===== config.mk =====
export PLATFORM = sky130hd
export DESIGN_NAME = jt12_pg_ctrl
export DESIGN_NICKNAME = d
export VERILOG_FILES = /design/src/rtl/jt12_pg_ctrl.sv
export SDC_FILE = /design/constraint.sdc
export NUM_CORES = 1
export LEC_CHECK = 0
export CAP_MARGIN = 20
export CORE_UTILIZATION = 30
export DETAILED_ROUTE_END_ITERATION = 16
export GPL_TIMING_DRIVEN = 0
export MAX_ROUTING_LAYER = met4
export REMOVE_ABC_BUFFERS = 1
export SETUP_SLACK_MARGIN = 0.4
export SLEW_MARGIN = 20
export SYNTH_ARGS = -nofsm -noshare
export SYNTH_HDL_FRONTEND = slang
export SYNTH_SLANG_ARGS = --single-unit

===== constraint.sdc =====
create_clock -name clk -period 6.14 [get_ports clk]
set_clock_uncertainty 0.05 [all_clocks]
set_input_delay 1.228 -clock clk [delete_from_list [all_inputs] [get_ports clk]]
set_output_delay 1.228 -clock clk [all_outputs]
set_load 0.02 [all_outputs]

===== src/rtl/jt12_pg_ctrl.sv =====
// Phase-generator control: slot sequencer, per-channel/operator register file,
// stage-aligned parameter delivery and key-on phase-reset handshake.
module jt12_pg_ctrl (
  input  logic        clk,
  input  logic        rst,
  input  logic        clk_en,
  input  logic        wr_freq,
  input  logic [2:0]  wr_ch,
  input  logic [10:0] wr_fnum,
  input  logic [2:0]  wr_block,
  input  logic        wr_opr,
  input  logic [1:0]  wr_op,
  input  logic [3:0]  wr_mul,
  input  logic [2:0]  wr_dt1,
  input  logic        kon_req,
  input  logic [2:0]  kon_ch,
  input  logic [3:0]  kon_mask,
  output logic        kon_busy,
  output logic        kon_done,
  output logic [10:0] fnum_I,
  output logic [2:0]  block_I,
  output logic [2:0]  dt1_II,
  output logic [3:0]  mul_V,
  output logic        pg_rst_III,
  output logic        zero,
  output logic [2:0]  slot_ch,
  output logic [1:0]  slot_op
);

  localparam int unsigned FNUM_W = 11;
  localparam int unsigned BLK_W  = 3;
  localparam int unsigned DT1_W  = 3;
  localparam int unsigned MUL_W  = 4;
  localparam int unsigned CH_W   = 3;
  localparam int unsigned OP_W   = 2;
  localparam int unsigned NUM_CH = 6;
  localparam int unsigned NUM_OP = 4;

  typedef enum logic {
    ST_IDLE = 1'b0,
    ST_BUSY = 1'b1
  } kon_state_e;

  logic [NUM_CH-1:0][FNUM_W-1:0]             fnum_q;
  logic [NUM_CH-1:0][BLK_W-1:0]              block_q;
  logic [NUM_CH-1:0][NUM_OP-1:0][MUL_W-1:0]  mul_q;
  logic [NUM_CH-1:0][NUM_OP-1:0][DT1_W-1:0]  dt1_q;

  logic [CH_W-1:0]   ch_q, ch_nx_c;
  logic [OP_W-1:0]   op_q, op_nx_c;
  logic              zero_q;
  logic [FNUM_W-1:0] fnum_s1_q;
  logic [BLK_W-1:0]  blk_s1_q;
  logic [DT1_W-1:0]  dt1_s2_q;
  logic [MUL_W-1:0]  mul_s2_q, mul_s3_q, mul_s4_q, mul_s5_q;
  logic              rst_s2_q, rst_s3_q;

  kon_state_e        state_q, state_d;
  logic [NUM_OP-1:0] pend_q, pend_d, pend_left;
  logic [CH_W-1:0]   kch_q, kch_d;
  logic              done_q, done_d;
  logic              serve_c;

  // Register file writes are independent of the slot enable.
  always_ff @(posedge clk) begin
    if (rst) begin
      fnum_q  <= '0;
      block_q <= '0;
      mul_q   <= '0;
      dt1_q   <= '0;
    end else begin
      if (wr_freq && (wr_ch < CH_W'(NUM_CH))) begin
        fnum_q[wr_ch]  <= wr_fnum;
        block_q[wr_ch] <= wr_block;
      end
      if (wr_opr && (wr_ch < CH_W'(NUM_CH))) begin
        mul_q[wr_ch][wr_op] <= wr_mul;
        dt1_q[wr_ch][wr_op] <= wr_dt1;
      end
    end
  end

  always_comb begin
    ch_nx_c = (ch_q == CH_W'(NUM_CH - 1)) ? '0 : CH_W'(ch_q + CH_W'(1));
    op_nx_c = (ch_q == CH_W'(NUM_CH - 1)) ? OP_W'(op_q + OP_W'(1)) : op_q;
  end

  assign serve_c = clk_en && (state_q == ST_BUSY) && (ch_q == kch_q) && pend_q[op_q];

  // Slot counter and stage pipeline; stage I reflects the counter itself.
  always_ff @(posedge clk) begin
    if (rst) begin
      ch_q      <= '0;
      op_q      <= '0;
      zero_q    <= 1'b1;
      fnum_s1_q <= '0;
      blk_s1_q  <= '0;
      dt1_s2_q  <= '0;
      mul_s2_q  <= '0;
      mul_s3_q  <= '0;
      mul_s4_q  <= '0;
      mul_s5_q  <= '0;
      rst_s2_q  <= 1'b0;
      rst_s3_q  <= 1'b0;
    end else if (clk_en) begin
      ch_q      <= ch_nx_c;
      op_q      <= op_nx_c;
      zero_q    <= (ch_nx_c == '0) && (op_nx_c == '0);
      fnum_s1_q <= fnum_q[ch_nx_c];
      blk_s1_q  <= block_q[ch_nx_c];
      dt1_s2_q  <= dt1_q[ch_q][op_q];
      mul_s2_q  <= mul_q[ch_q][op_q];
      mul_s3_q  <= mul_s2_q;
      mul_s4_q  <= mul_s3_q;
      mul_s5_q  <= mul_s4_q;
      rst_s2_q  <= serve_c;
      rst_s3_q  <= rst_s2_q;
    end
  end

  always_ff @(posedge clk) begin
    if (rst) begin
      state_q <= ST_IDLE;
      pend_q  <= '0;
      kch_q   <= '0;
      done_q  <= 1'b0;
    end else begin
      state_q <= state_d;
      pend_q  <= pend_d;
      kch_q   <= kch_d;
      done_q  <= done_d;
    end
  end

  // Key-on handshake: out-of-range channels capture as an empty mask.
  always_comb begin
    state_d   = state_q;
    pend_d    = pend_q;
    kch_d     = kch_q;
    done_d    = 1'b0;
    pend_left = pend_q;
    if (serve_c) pend_left[op_q] = 1'b0;
    case (state_q)
      ST_IDLE: begin
        if (kon_req) begin
          state_d = ST_BUSY;
          kch_d   = kon_ch;
          pend_d  = (kon_ch < CH_W'(NUM_CH)) ? kon_mask : '0;
        end
      end
      ST_BUSY: begin
        pend_d = pend_left;
        if (pend_left == '0) begin
          state_d = ST_IDLE;
          done_d  = 1'b1;
        end
      end
    endcase
  end

  assign kon_busy   = (state_q == ST_BUSY);
  assign kon_done   = done_q;
  assign fnum_I     = fnum_s1_q;
  assign block_I    = blk_s1_q;
  assign dt1_II     = dt1_s2_q;
  assign mul_V      = mul_s5_q;
  assign pg_rst_III = rst_s3_q;
  assign zero       = zero_q;
  assign slot_ch    = ch_q;
  assign slot_op    = op_q;

endmodule


==> metrics.log <==
[metrics] status: finished clean
[metrics] Slowest cell on crit path: and2_0
[metrics] cells traversed along the worst timing path: clkdlybuf4s50_1 > nor3b_4 > buf_6 > buf_6 > and2_0 > nand2_1 > a21oi_1
[metrics] worst-skew pair later-pin latency: ~0.52 ns
[metrics] GRT Residual Overflow: 0
[metrics] Final Setup Violations: 0
[metrics] share of flip-flops with an asynchronous set or reset: 0%
[metrics] cell types occupying the most area after synthesis: dfxtp_1, mux2i_1, nand2_1
[metrics] post-detail-place hpwl: 22400 µm
[metrics] post-layout min period: 3.78 ns
[metrics] worst path setup slack after routing: 2.36 ns
[metrics] startpoint type of the worst setup path: input port
[metrics] CP max stage delay: 0.89 ns
[metrics] CTS tree: done
[metrics] Hold Crit Class: reg2reg
[metrics] Post-synth EDFFs: 0
[metrics] CP endpoint kind: register
[metrics] initial core utilization: 30.4%
[metrics] via count of the first global-routing pass: 10.6k
[metrics] library cell with the largest summed area after synthesis: dfxtp_1
[metrics] final wirelength: 36300 µm
[metrics] # DRC: 0
[metrics] H-Tree Level Count: 2
[metrics] worst vdd rail ir drop: between 0.00015 and 0.0002 V
[metrics] total of warnings raised by yosys: 0
[metrics] part of the power in the clock network: 46.5%
[metrics] filler cell count in the final layout: 4435
[metrics] drt initial violations: roughly 1.0k
[metrics] die extent in y: 211 µm
[metrics] length of the first detailed-routing pass in iterations: 5
[metrics] worst-margin pin slew: 1.16 ns
[metrics] final count of hold timing violations: 0
[metrics] most common cell type on the critical path: buf_6
[metrics] post-place setup slack: about 1.9 ns
[metrics] wire length per cell after detailed routing: 16.9 µm
[metrics] commonest cells in the synthesized netlist: nand2_1, dfxtp_1, a21oi_1
[metrics] I/O pin count: 69
[metrics] cell class contributing the biggest share of worst-path delay: simple AND/OR/NAND/NOR gates
[metrics] Syn Std Cell Area: 0.0131 mm²
[metrics] setup repair after global routing missed its margin: no
[metrics] placer congestion estimate: 0.778
[metrics] routed vias/inst: 5.11
[metrics] Seq/Total Area, Yosys: between 40% and 50%
[metrics] kind of critical path: in2reg
[metrics] fraction of power spent switching nets: 24.1%
[metrics] signal arrival time at the worst endpoint: 4.17 ns
[metrics] Mapped Cells: 1546
[metrics] WP data required: 6.54 ns
[metrics] clock root buffer master: clkbuf_16
[metrics] part of the power in registers: 45.1%
[metrics] setup bufs post-CTS: 0
[metrics] pin count of the biggest net entering global routing: 134
[metrics] post-synthesis average cell area: 8.47 µm²
[metrics] Final #Nets: 1584
[metrics] Overall Global Routing Usage: 16.7%
[metrics] main flop type after synthesis: dfxtp_1
[metrics] internal power of the cells: 0.00342 W
[metrics] die extent in x: 211 µm
[metrics] top achievable clock speed: 265 MHz
[metrics] total power divided by cell area: 291 mW/mm²
[metrics] count of final max-slew check failures: 0
[metrics] core area: 0.0431 mm²
[metrics] NetSw: approximately 0.0011 W
[metrics] area share of the largest cell type after synthesis: 46.2%
[metrics] initial antenna violation count: 1
[metrics] count of buffering cells on the critical path with inverters included: 3
[metrics] global-route wire length before repair: 57500 µm
[metrics] number of hold buffers added after cts: 0
[metrics] register clock-pin slew on the reported worst setup and hold paths: 0.06 ns
[metrics] # resized after CTS: 0
[metrics] final clock period utilization by the worst path: approximately three fifths
[metrics] die footprint: approximately 0.044 mm²
[metrics] Yosys reg bits: slightly above 300
[metrics] input/output buffers: 68
[metrics] cell leakage power: 5.05 nW
[metrics] post-layout utilization of the core: 36.0%
[metrics] number of vias after detailed routing: 11.0k
[metrics] setup tns final: 0 ns
[metrics] maximum buffer depth of the clock tree: 3
[metrics] number of buffers inserted during clock tree synthesis: 34
[metrics] Fin Hold WS: approximately 0.40 ns
[metrics] Slew headroom: roughly 22%
[metrics] CP Max Fanout: 14
[metrics] total power: 0.00450 W
[metrics] DRT antenna net count: 0
[metrics] combinational group share of total power: 8.4%
[metrics] share of final-layout standard cells stronger than drive strength 1: under 10%
[metrics] MaxCap Viol Count: 0
[metrics] most frequent cell after synthesis: nand2_1
[metrics] site row count: 76
[metrics] area delta synth->final: 18.3%
[metrics] Clock Sinks: 302
[metrics] library cells used by synthesis: 36
-- power by group through the flow --
stage | logic [W] | registers, W | clock network (W)
finish | 0.000377 | 0.00203 | 0.00210
detailed placement | 0.000375 | 0.00207 | 0
CTS | 0.000377 | 0.00203 | 0.00215
global route | 0.000402 | 0.00203 | 0.00224
floorplan | 0.000157 | 0.00209 | 0
global placement | 0.000344 | 0.00209 | 0
-- per-layer routing --
metal	vias to the layer above	track usage (%)	routed length, µm
li1	5316	-	-
met2	328	25.9	16500
met4	0	5.05	830
met5	-	-	0
met3	64	2.87	2330
met1	5304	22.2	16600
-- kinds of logic (layout without fill, tap and decap cells) --
logic type / Yosys count / count (layout) / share of synthesized area, %
AO/OA/AOI/OAI: 298 / 298 / 12.5
XOR/XNOR: 5 / 5 / 0.335
adder cells (fa/ha/maj): 4 / 4 / 0.382
buffers and inverters: 144 / 165 / 4.60
flip-flops: 302 / 302 / 46.2
multiplexers: 164 / 164 / 15.3
other: 0 / 1 / 0
AND/OR/NAND/NOR: 629 / 629 / 20.7
-- worst paths after layout --
check | endpoint | startpoint | cells past startpoint | slack [ns]
max reg2reg | fnum_I[3] | slot_ch[2] | 5 | 3.37
min | fnum_q[32] | fnum_q[32] | 2 | 0.40
min reg2reg | fnum_q[32] | fnum_q[32] | 2 | 0.40
max | fnum_q[22] | wr_ch[1] | 7 | 2.36
-- worst register-to-register path, cell delays in order (launching register included) --
cell and delay, ns:
dfxtp_1 0.69, nor2b_1 0.84, mux2i_2 0.49, o21ai_0 0.31
a21oi_1 0.12, nor3_1 0.19
-- final cells by class --
class	count	area, µm²	share of cell area (%)
multi-input cells	1100	6510	42.0
flip-flops and latches	302	6050	39.1
well taps	585	732	4.72
clock buffers	51	1060	6.83
diodes	1	2.50	0.0162
clock inverters	11	109	0.703
repair buffers	93	988	6.38
inverters	10	37.5	0.242
-- cell usage in the layout (no fill, tap or decap), types with 3 or more instances in the layout --
| cell | instances |
|---|---|
| nand2_1 | 348 |
| dfxtp_1 | 299 |
| a21oi_1 | 226 |
| nand3_1 | 133 |
| mux2i_1 | 133 |
| nor2_1 | 91 |
| clkdlybuf4s50_1 | 62 |
| clkbuf_16 | 37 |
| mux4_2 | 29 |
| nor3_1 | 22 |
| o21ai_0 | 20 |
| a22oi_1 | 15 |
| a22o_1 | 14 |
| a31oi_1 | 12 |
| inv_1 | 10 |
| buf_6 | 10 |
| buf_4 | 9 |
| clkbuf_8 | 8 |
| clkinv_2 | 8 |
| and2_0 | 7 |
| a311oi_1 | 7 |
| clkbuf_1 | 6 |
| and2b_2 | 4 |
| ha_1 | 4 |
| buf_2 | 4 |
| nor3_2 | 3 |
| nor3b_4 | 3 |
| xnor2_1 | 3 |
| nor2b_1 | 3 |
| buf_8 | 3 |
| buf_16 | 3 |
-- registers in the layout, summed over array words and instances (netlist names), 11 cells and up --
name     cells
block_q     18
dt1_q       72
fnum_I      11
fnum_q      66
mul_q       96
-- stage by stage --
| step | instances | area, µm² |
|---|---|---|
| 2_1_floorplan | 1412 | 12500 |
| 3_5_place_dp | 2090 | 14300 |
| 6_report | 2153 | 15500 |
| 5_1_grt | 2153 | 15500 |
| 4_1_cts | 2152 | 15500 |
| 3_3_place_gp | 2065 | 13900 |
Note: power is estimated with default switching activity, not from simulation.
